## config.mk

```make
export PLATFORM = sky130hd
export DESIGN_NAME = display_mux_driver
export DESIGN_NICKNAME = d
export VERILOG_FILES = /design/src/rtl/display_mux_driver.sv
export SDC_FILE = /design/constraint.sdc
export NUM_CORES = 1
export LEC_CHECK = 0
export ABC_AREA = 1
export CORE_MARGIN = 2
export CORE_UTILIZATION = 39
export CTS_CLUSTER_DIAMETER = 200
export CTS_CLUSTER_SIZE = 40
export DETAILED_ROUTE_END_ITERATION = 7
export PLACE_DENSITY = 0.59
export SLEW_MARGIN = 40
export SYNTH_ARGS = -nofsm -noshare
export SYNTH_HDL_FRONTEND = slang
export SYNTH_SLANG_ARGS = --single-unit
```

## constraint.sdc

```tcl
create_clock -name clk -period 2.84 [get_ports clk]
set_input_delay 0.568 -clock clk [delete_from_list [all_inputs] [get_ports clk]]
set_output_delay 0.568 -clock clk [all_outputs]
set_load 0.02 [all_outputs]
```

## src/rtl/display_mux_driver.sv

```systemverilog
// ---------------------------------------------------------------------------
// display_mux_driver
//
// Time-multiplexed driver for a 4-digit common-anode seven-segment display.
// Digits are scanned one slot at a time. Each slot of DIV cycles opens with
// BLANK all-off cycles so that segment and anode changes never overlap
// (anti-ghosting). The four PIO patterns are captured once per frame, in the
// first frame cycle, so a PIO write in mid-frame cannot tear the picture.
//
// Optional feature macro: DISPLAY_MUX_BLINK_EN
//   When defined, digits selected by blink_mask go dark on alternate
//   BLINK_FRAMES-frame half-periods. When undefined, the blink registers are
//   not built and blink_mask is ignored.
//
// Parameters:
//   DIV          clock cycles per digit slot (DIV >= BLANK + 1)
//   BLANK        leading off-cycles per slot (BLANK >= 1)
//   BLINK_FRAMES frames per blink half-period (BLINK_FRAMES >= 1)
//
// Ports:
//   clk         system clock
//   reset_n     asynchronous active-low reset
//   enable      scan enable; low holds the scan at its start and blanks
//   seg0_in..3  active-high segment patterns (bit 0 = a ... bit 6 = g)
//   blink_mask  bit i set = digit i blinks
//   seg_n       registered active-low segment drive
//   dig_n       registered active-low anode select, bit i = digit i
// ---------------------------------------------------------------------------
module display_mux_driver #(
    parameter int DIV          = 50000,
    parameter int BLANK        = 500,
    parameter int BLINK_FRAMES = 64
) (
    input  logic       clk,
    input  logic       reset_n,
    input  logic       enable,
    input  logic [6:0] seg0_in,
    input  logic [6:0] seg1_in,
    input  logic [6:0] seg2_in,
    input  logic [6:0] seg3_in,
    input  logic [3:0] blink_mask,
    output logic [6:0] seg_n,
    output logic [3:0] dig_n
);

    localparam int CNT_W = (DIV > 1) ? $clog2(DIV) : 1;

    localparam logic [CNT_W-1:0] CNT_MAX   = CNT_W'(DIV - 1);
    localparam logic [CNT_W-1:0] BLANK_END = CNT_W'(BLANK);

    typedef enum logic {
        SLOT_BLANK = 1'b0,
        SLOT_DRIVE = 1'b1
    } slot_t;

    logic [CNT_W-1:0] cnt_r;
    logic [1:0]       digit_r;
    logic [6:0]       snap_r [4];
    logic [6:0]       seg_n_r;
    logic [3:0]       dig_n_r;

    logic [CNT_W-1:0] cnt_nxt_s;
    logic [1:0]       digit_nxt_s;
    logic [6:0]       snap_nxt_s [4];
    logic             frame_start_s;
    logic             frame_wrap_s;
    slot_t            slot_nxt_s;
    logic             hide_s;
    logic [6:0]       seg_nxt_s;
    logic [3:0]       dig_nxt_s;

    assign frame_start_s = enable && (digit_r == 2'd0) && (cnt_r == {CNT_W{1'b0}});
    assign frame_wrap_s  = enable && (digit_r == 2'd3) && (cnt_r == CNT_MAX);

    // Scan counter, digit index and per-frame pattern snapshot next state
    always_comb begin
        cnt_nxt_s   = cnt_r;
        digit_nxt_s = digit_r;
        for (int i = 0; i < 4; i++) begin
            snap_nxt_s[i] = snap_r[i];
        end
        if (!enable) begin
            cnt_nxt_s   = {CNT_W{1'b0}};
            digit_nxt_s = 2'd0;
        end else begin
            if (cnt_r == CNT_MAX) begin
                cnt_nxt_s   = {CNT_W{1'b0}};
                digit_nxt_s = digit_r + 2'd1;
            end else begin
                cnt_nxt_s   = cnt_r + {{(CNT_W-1){1'b0}}, 1'b1};
            end
            if (frame_start_s) begin
                snap_nxt_s[0] = seg0_in;
                snap_nxt_s[1] = seg1_in;
                snap_nxt_s[2] = seg2_in;
                snap_nxt_s[3] = seg3_in;
            end else begin
                snap_nxt_s[0] = snap_r[0];
            end
        end
    end

`ifdef DISPLAY_MUX_BLINK_EN
    localparam int BC_W = (BLINK_FRAMES > 1) ? $clog2(BLINK_FRAMES) : 1;
    localparam logic [BC_W-1:0] BC_MAX = BC_W'(BLINK_FRAMES - 1);

    logic [BC_W-1:0] blink_cnt_r;
    logic            blink_off_r;
    logic [BC_W-1:0] blink_cnt_nxt_s;
    logic            blink_off_nxt_s;

    // Blink half-period counter: one step per frame wrap, toggles on wrap
    always_comb begin
        blink_cnt_nxt_s = blink_cnt_r;
        blink_off_nxt_s = blink_off_r;
        if (!enable) begin
            blink_cnt_nxt_s = {BC_W{1'b0}};
            blink_off_nxt_s = 1'b0;
        end else if (frame_wrap_s) begin
            if (blink_cnt_r == BC_MAX) begin
                blink_cnt_nxt_s = {BC_W{1'b0}};
                blink_off_nxt_s = ~blink_off_r;
            end else begin
                blink_cnt_nxt_s = blink_cnt_r + {{(BC_W-1){1'b0}}, 1'b1};
            end
        end else begin
            blink_cnt_nxt_s = blink_cnt_r;
        end
    end

    // Blink state registers
    always_ff @(posedge clk or negedge reset_n) begin
        if (!reset_n) begin
            blink_cnt_r <= {BC_W{1'b0}};
            blink_off_r <= 1'b0;
        end else begin
            blink_cnt_r <= blink_cnt_nxt_s;
            blink_off_r <= blink_off_nxt_s;
        end
    end

    assign hide_s = blink_off_nxt_s && blink_mask[digit_nxt_s];
`else
    logic blink_unused_s;
    assign blink_unused_s = ^{blink_mask, 1'(BLINK_FRAMES % 2), frame_wrap_s};
    assign hide_s         = 1'b0;
`endif

    // Slot phase is a pure function of the position inside the slot
    assign slot_nxt_s = (cnt_nxt_s < BLANK_END) ? SLOT_BLANK : SLOT_DRIVE;

    // Output decode of the next state, so outputs line up with cnt without lag
    always_comb begin
        seg_nxt_s = 7'h7F;
        dig_nxt_s = 4'hF;
        if (enable && (slot_nxt_s == SLOT_DRIVE) && !hide_s) begin
            seg_nxt_s = ~snap_nxt_s[digit_nxt_s];
            case (digit_nxt_s)
                2'd0:    dig_nxt_s = 4'b1110;
                2'd1:    dig_nxt_s = 4'b1101;
                2'd2:    dig_nxt_s = 4'b1011;
                2'd3:    dig_nxt_s = 4'b0111;
                default: dig_nxt_s = 4'hF;
            endcase
        end else begin
            seg_nxt_s = 7'h7F;
            dig_nxt_s = 4'hF;
        end
    end

    // Scan state, snapshot and registered display outputs
    always_ff @(posedge clk or negedge reset_n) begin
        if (!reset_n) begin
            cnt_r   <= {CNT_W{1'b0}};
            digit_r <= 2'd0;
            for (int i = 0; i < 4; i++) begin
                snap_r[i] <= 7'h00;
            end
            seg_n_r <= 7'h7F;
            dig_n_r <= 4'hF;
        end else begin
            cnt_r   <= cnt_nxt_s;
            digit_r <= digit_nxt_s;
            for (int i = 0; i < 4; i++) begin
                snap_r[i] <= snap_nxt_s[i];
            end
            seg_n_r <= seg_nxt_s;
            dig_n_r <= dig_nxt_s;
        end
    end

    assign seg_n = seg_n_r;
    assign dig_n = dig_n_r;

endmodule

```

After elaboration in Yosys (flattened, before gate mapping)
Cells that the tools add are included.
{"block": "word_totals", "wordCells": 38, "regBits": 57, "out_inout_bits": 11, "input_bits": 35}
{"block": "op_classes", "n_reduce_logical": 6, "n_bitwise": 2, "mux": 14, "n_eq_ne": 4, "order_cmp": 2, "addsub": 2}
{"operator": "16-bit two-way mux", "n": 2}
{"operator": "28-bit two-way mux", "n": 1}
{"operator": "7-bit two-way mux", "n": 4}
{"operator": "21-bit two-way mux", "n": 1}
{"operator": "16-bit by 1-bit adder with 16-bit output (second input constant)", "n": 1}
{"operator": "16-bit equality test (second input constant)", "n": 1}
{"operator": "16-bit zero test", "n": 1}
{"operator": "16-bit by 9-bit < comparator with 1-bit output (second input constant)", "n": 1}
{"operator": "4-bit case mux with 4 select lines", "n": 1}
{"operator": "7-bit binary-select mux with 2-bit select", "n": 1}
{"operator": "7-bit inverter", "n": 1}
{"operator": "2-bit equality test (second input constant)", "n": 2}
{"operator": "2-bit zero test", "n": 2}
{"operator": "2-bit two-way mux", "n": 2}
{"operator": "4-bit two-way mux", "n": 1}
{"operator": "3-bit greater-or-equal comparator (second input constant)", "n": 1}
{"operator": "1-bit logical AND", "n": 3}
{"operator": "2-bit inverter with 3-bit output", "n": 1}
{"operator": "2-bit by 1-bit adder with 2-bit output (second input constant)", "n": 1}
{"operator": "2-bit by 1-bit equality test with 1-bit output (second input constant)", "n": 1}
{"operator": "1-bit two-way mux", "n": 1}

Logic depth before layout (Yosys ltp)
Gate-level depths: netlist (run 1).
{"block": "depth", "depth_word": 10, "ltp_mapped": 14, "depth_no_buf": 13}

Worst setup path before layout (run 1)
OpenSTA, ideal clock, no wires.
{"block": "synth_path", "path_kind": "input port to flip-flop", "from": "input port enable", "to": "register seg_n_r[5], in the netlist seg_n[5]", "path_slack_ps": 1118, "path_buffers": 3, "arrival_time_ps": 1646, "t_required_ps": 2764, "cell_stages": 14, "setup_ps": 76, "path_cell_list": "buf_6 inv_4 nor2_2 nand2_2 nor2_4 buf_6 buf_12 nand4_1 nand2_1 nand2_1 nand2_1 nand2_1 nand2_1 nand2_1"}
{"element": "start: declaration", "line": "36", "text": "input logic enable,"}
{"element": "end signal: assignment", "line": "187", "text": "seg_n_r <= seg_nxt_s;"}
{"element": "end: declaration", "line": "59", "text": "logic [6:0] seg_n_r;"}

==> flow_metrics.env, run 1 <==
export IMPL_synth_warning_count=0
export IMPL_numCtsBuffers=9
export IMPL_critPathCaptureType="flip-flop"
export IMPL_netlist_instances=411
export IMPL_syn2layout_area_growth_pct=20.4
export IMPL_rows=32
export IMPL_design_area_um2=3780
export IMPL_die_w_um=93.7
export IMPL_period_needed_ns=2.25
export IMPL_ctsHtreeMaxLevel=3
export IMPL_drt_initial_drc_count=108
export IMPL_avgSynthCellArea_um2=7.64
export IMPL_core_um2=7770
export IMPL_die_h_um=93.7
export IMPL_tightest_slew_ns=0.516
export IMPL_cts_tree="built"
export IMPL_final_setup_worst_slack_ns=0.593
export IMPL_rrSetupSlack_ns=0.77
export IMPL_hp_class="input port to asynchronous set/reset pin"
export IMPL_cts_buffer_depth=2
export IMPL_synthDistinctLibCells=26
export IMPL_vias=2668
export IMPL_antenna_found_initial=0
export IMPL_vdd_drop_max_mv=0.247
export IMPL_yosysTopAreaCellShare_pct=36.7
export IMPL_synth_seq_area_share_pct=45.9
export IMPL_clkLatencyLatePin_ns=0.34
export IMPL_start_util_pct=40.4
export IMPL_p_per_area_nw_per_um2=531
export IMPL_hpwl_um=5210
export IMPL_grt_use_total_pct=18.4
export IMPL_p_leak_uw=0.00192
export IMPL_port_buffers=41
export IMPL_antenna_cells=0
export IMPL_cts_setup_buffers=0
export IMPL_max_cap_viol_count=0
export IMPL_crit_type="input port to flip-flop"
export IMPL_yosys_area_top_type="dfrtp_1"
export IMPL_dr_pass1_iters=4
export IMPL_crit_path_max_fanout=28
export IMPL_fin_nets=492
export IMPL_slew_viol_final=0
export IMPL_critPathLaunchType="input port"
export IMPL_cp_arrival_ns=2.52
export IMPL_fin_crit_sh_pct=79.1
export IMPL_grt_first_pass_wirelength_um=12500
export IMPL_hold_viol=0
export IMPL_io_pin_count=46
export IMPL_critical_path_required_ns=3.11
export IMPL_final_seq_area_um2=1440
export IMPL_wl_per_cell_um=13.0
export IMPL_fillers=766
export IMPL_ant_nets=0
export IMPL_cts_hold_buf=0
export IMPL_yosys_area_share_simple_pct=41.8
export IMPL_cts_reportedPaths_clkPinSlew_ns=0.07
export IMPL_grt_max_degree=41
export IMPL_layout_commonest_cell="nand2_1"
export IMPL_synthXorXnorAreaFrac_pct=0.279
export IMPL_drc=0
export IMPL_grt_pass1_vias=2586
export IMPL_relSlewSlack_pct=65.6
export IMPL_synth_top_family_by_area="simple AND/OR/NAND/NOR gates"
export IMPL_dp_slack_ns=0.226
export IMPL_setup_violations=0
export IMPL_finalSetupTns_ns=0
export IMPL_synthAdderAreaFrac_pct=1.20
export IMPL_cts_sinks=57
export IMPL_grt_ovfl_total=0
export IMPL_ctsResizeCount=0
export IMPL_multi_input_area_um2=1390
export IMPL_cts_root_buf="clkbuf_8"
export IMPL_yosys_register_bits=57
export IMPL_rsz0062_at_grt="false"
export IMPL_synth_compound_area_share_pct=0.797
export IMPL_final_util_pct=48.6
export IMPL_finalWirelength_um=7300
export IMPL_viasPerCell=4.76
export IMPL_synth_net_count=449
export IMPL_fin_skew_ns=0.0141
export IMPL_synth_area_leaders="dfrtp_1 37%, nand2_1 21%, dfstp_2 9.2%, nand4_1 5.6%, inv_1 4.4%"
export IMPL_max_freq_mhz=445
export IMPL_netlist_area_um2=3140
export IMPL_synth_mux_area_share_pct=0
export IMPL_final_cell_mix="175 x nand2_1, 46 x dfrtp_1, 40 x clkdlybuf4s50_1"
export IMPL_dpl_instance_area_um2=3580
export IMPL_status="completed"
export IMPL_die_area_um2=8780
export IMPL_gp_congestion=0.907
export IMPL_drive_above_1_share_pct=14.2
export IMPL_finalPower_uw=2010
synth_stat cells:
library cell,instances
a21oi_1,2
buf_12,1
buf_2,2
buf_4,4
buf_6,8
clkinv_1,1
dfrtp_1,46
dfstp_2,11
ha_1,3
inv_1,37
inv_2,4
inv_4,1
nand2_1,175
nand2_2,6
nand3_1,17
nand3_2,3
nand3_4,1
nand4_1,28
nand4_2,5
nor2_1,37
nor2_2,8
nor2_4,4
nor3_1,3
o21ai_0,2
o21ai_1,1
xor2_1,1
cells by family (layout without fill, tap and decap cells):
kind of cell,Yosys count,count (layout)
and+or+nand+nor,287,287
buffers and inverters,58,106
DFF,57,57
AOI/OAI and AO/OA,5,5
adders and majority gates,3,3
xor gates and xnor gates,1,1
metal layers:
| layer | part of all wire, % | up-vias | GRT usage, % |
|---|---|---|---|
| met5 | 0 | - | 0 |
| met4 | 1.7 | 0 | 7.85 |
| met3 | 3.5 | 11 | 3.93 |
| met2 | 44 | 54 | 27.0 |
| met1 | 51 | 1227 | 26.3 |
| li1 | - | 1376 | - |
report_power, final:
group | leakage (uW) | internal [uW] | total, uW | switching, uW
Clock | 0.0000953 | 426 | 758 | 332
Sequential | 0.000713 | 908 | 938 | 30.1
Combinational | 0.00111 | 122 | 310 | 188
Total | 0.00192 | 1460 | 2010 | 550
final cells by class:
cell class	count	share of cell area [%]
clock buffers	11	3.74
clock inverters	5	1.46
inverters	43	4.34
multi-input cells	296	36.7
flip-flops and latches	57	38.1
well taps	102	3.38
repair buffers	47	12.3
registers in the layout (all words and copies together) (netlist names):
signal and cells:
cnt_r 16, dig_n 4, digit_r 2, seg_n 7
snap_r 28
critical path: stages:
cell	delay [ns]
clkdlybuf4s50_1	0.53
inv_4	0.08
nor2_2	0.09
nand2_2	0.07
nor2_4	0.27
nand3_4	0.34
nand2_1	0.14
nand2_1	0.08
nand2_1	0.06
nand2_1	0.07
nand2_1	0.06
nand2_1	0.08
nand2_1	0.07
worst paths after layout:
kind | startpoint | endpoint | cells past startpoint
worst max-delay path | enable | seg_n[6]$_DFF_PN1_ | 13
worst min-delay path | reset_n | cnt_r[0]$_DFF_PN0_ | 1
worst max register to register | cnt_r[7]$_DFF_PN0_ | seg_n[6]$_DFF_PN1_ | 12
worst min register to register | snap_r[21]$_DFF_PN0_ | snap_r[21]$_DFF_PN0_ | 2
max in group asynchronous | reset_n | snap_r[9]$_DFF_PN0_ | 2
min in group clk | snap_r[21]$_DFF_PN0_ | snap_r[21]$_DFF_PN0_ | 2
per-stage QoR:
| stage | hold slack, ns | instances |
|---|---|---|
| after floorplan | 0.272 | 411 |
| final | 0.206 | 561 |
| after global routing | 0.227 | 561 |
| after detailed placement | 0.456 | 545 |
| after global placement | 0.452 | 545 |
| after CTS | 0.220 | 561 |
Power figures use the tool's default switching activity.
==> run 2, diff against run 1 <==
--- a/config.mk
+++ b/config.mk
@@ -11,7 +11,7 @@
 export CTS_CLUSTER_DIAMETER = 200
 export CTS_CLUSTER_SIZE = 40
 export DETAILED_ROUTE_END_ITERATION = 7
-export PLACE_DENSITY = 0.59
+export PLACE_DENSITY = 0.61
 export SLEW_MARGIN = 40
 export SYNTH_ARGS = -nofsm -noshare
 export SYNTH_HDL_FRONTEND = slang
==> constraint.sdc (replaced) <==
create_clock -name clk -period 1.8 [get_ports clk]
set_input_delay 0.36 -clock clk [delete_from_list [all_inputs] [get_ports clk]]
set_output_delay 0.36 -clock clk [all_outputs]
set_load 0.02 [all_outputs]
==> flow_metrics.env, run 2 (same netlist as run 1, synthesis figures left out) <==
export IMPL_status="finished, violations left"
export IMPL_violations="negative setup slack"
export IMPL_drive_above_1_share_pct=27.8
export IMPL_design_area_um2=4340
export IMPL_fin_hold_ws_ns=0.0315
export IMPL_wl_per_cell_um=13.3
export IMPL_fin_nets=536
export IMPL_critPathCaptureType="flip-flop"
export IMPL_numCtsBuffers=9
export IMPL_layout_commonest_cell="nand2_1"
export IMPL_crit_path_max_fanout=12
export IMPL_viasPerCell=4.82
export IMPL_critPathLaunchType="flip-flop"
export IMPL_dp_slack_ns=-0.303
export IMPL_final_seq_area_um2=1450
export IMPL_setup_violations=3
export IMPL_final_util_pct=55.9
export IMPL_dr_pass1_iters=4
export IMPL_max_freq_mhz=549
export IMPL_cts_reportedPaths_clkPinSlew_ns=0.07
export IMPL_cts_sinks=57
export IMPL_relSlewSlack_pct=70.2
export IMPL_grt_ovfl_total=0
export IMPL_die_w_um=93.7
export IMPL_path_buf_inv=3
export IMPL_hp_class="input port to asynchronous set/reset pin"
export IMPL_cts_root_buf="clkbuf_8"
export IMPL_die_h_um=93.7
export IMPL_largest_register_ffs=28
export IMPL_switching_share_pct=27.4
export IMPL_dpl_instance_area_um2=3870
export IMPL_antenna_found_initial=0
export IMPL_cp_arrival_ns=2.09
export IMPL_rows=32
export IMPL_crit_path_top_delay_cell="dfrtp_1"
export IMPL_finalWirelength_um=8040
export IMPL_fin_skew_ns=0.0100
export IMPL_rsz0062_at_grt="true"
export IMPL_regMostFlops="snap_r"
export IMPL_port_buffers=41
export IMPL_ant_nets=0
export IMPL_final_setup_worst_slack_ns=-0.0218
export IMPL_max_cap_viol_count=0
export IMPL_combPwrFrac_pct=18.8
export IMPL_antenna_cells=0
export IMPL_slowest_delay_ns=0.39
export IMPL_gp_congestion=0.874
export IMPL_crit_type="flip-flop to flip-flop"
export IMPL_p_int_uw=2390
export IMPL_worstPathCellList="buf_6, ha_4, nand3_4, nor2_4, nand2_4, nand2_2, inv_2, nor2_4, buf_12, nand2_1, nand2_1, nand2_1, nand2_1, nand2_1"
export IMPL_grt_first_pass_wirelength_um=13000
export IMPL_grt_use_total_pct=19.4
export IMPL_dp_cells=577
export IMPL_vias=2918
export IMPL_p_switching_uw=902
export IMPL_vdd_drop_max_mv=0.444
export IMPL_start_util_pct=40.4
export IMPL_power_frac_clock_pct=36.3
export IMPL_p_leak_uw=0.00219
export IMPL_grt_pass1_vias=2604
export IMPL_ctsHtreeMaxLevel=3
export IMPL_syn2layout_area_growth_pct=38.3
export IMPL_drc=0
export IMPL_fin_cells=605
export IMPL_io_pin_count=46
export IMPL_cts_buffer_depth=2
export IMPL_critical_path_required_ns=2.07
export IMPL_core_um2=7770
export IMPL_fin_crit_sh_pct=101
export IMPL_slew_viol_final=0
export IMPL_fillers=763
export IMPL_cts_tree="built"
export IMPL_final_cell_mix="166 x nand2_1, 42 x dfrtp_1, 39 x buf_4"
export IMPL_tightest_slew_ns=0.444
export IMPL_grt_max_degree=31
export IMPL_power_frac_seq_pct=44.9
export IMPL_cp_top_family="simple AND/OR/NAND/NOR gates"
export IMPL_cpMostUsedCell="nand2_1"
export IMPL_period_needed_ns=1.82
export IMPL_multi_input_area_um2=1540
export IMPL_hold_viol=0
export IMPL_drt_initial_drc_count=146
export IMPL_clkLatencyLatePin_ns=0.34
export IMPL_die_area_um2=8780
export IMPL_hpwl_um=5630
export IMPL_p_per_area_nw_per_um2=758
[run 2: cell type report]
cell class	instances	area share (%)
Timing Repair Buffer	90	19.9
Multi-Input combinational cell	297	35.5
Inverter	43	3.83
Clock inverter	5	1.27
Tap cell	102	2.94
Sequential cell	57	33.3
Clock buffer	11	3.26
[run 2: repair_timing]
| item | in CTS | in global routing |
|---|---|---|
| pin swaps | 5 | 7 |
| gates cloned | 1 | 1 |
| buffers inserted | 3 | 7 |
| hold endpoints to repair | 0 | 0 |
| hold buffers | 0 | 0 |
| resized for setup | 22 | 38 |
| endpoints found under the setup margin | 22 | 11 |
[run 2: per-layer routing]
metal | share of wire (%) | track usage (%) | vias to the layer above
met3 | 5.3 | 4.49 | 16
li1 | - | - | 1464
met2 | 45 | 27.3 | 85
met5 | 0 | 0 | -
met1 | 47 | 28.7 | 1353
met4 | 2.4 | 7.49 | 0
[run 2: final timing paths]
kind / startpoint / cells past startpoint / slack, ns / endpoint
min in group clk: snap_r[25]$_DFF_PN0_ / 2 / 0.47 / snap_r[25]$_DFF_PN0_
worst min register to register: snap_r[25]$_DFF_PN0_ / 2 / 0.47 / snap_r[25]$_DFF_PN0_
worst max-delay path: cnt_r[0]$_DFF_PN0_ / 14 / -0.02 / seg_n[3]$_DFF_PN1_
max in group asynchronous: reset_n / 2 / 1.43 / dig_n[2]$_DFF_PN1_
worst max register to register: cnt_r[0]$_DFF_PN0_ / 14 / -0.02 / seg_n[3]$_DFF_PN1_
worst min-delay path: reset_n / 2 / 0.03 / snap_r[13]$_DFF_PN0_
[run 2: power by group through the flow]
stage	Combinational, uW	Clock, uW	Sequential [uW]
after global placement	559	0	1490
after detailed placement	570	0	1500
after CTS	616	1220	1480
after floorplan	342	0	1490
final	618	1200	1480
after global routing	699	1290	1490
[run 2: through the flow]
stage / power, uW / TNS (ns)
after CTS: 3310 / 0
after detailed placement: 2070 / -3.42
after global placement: 2050 / -3.35
final: 3290 / -0.0417
after global routing: 3480 / -1.17
after floorplan: 1830 / 0
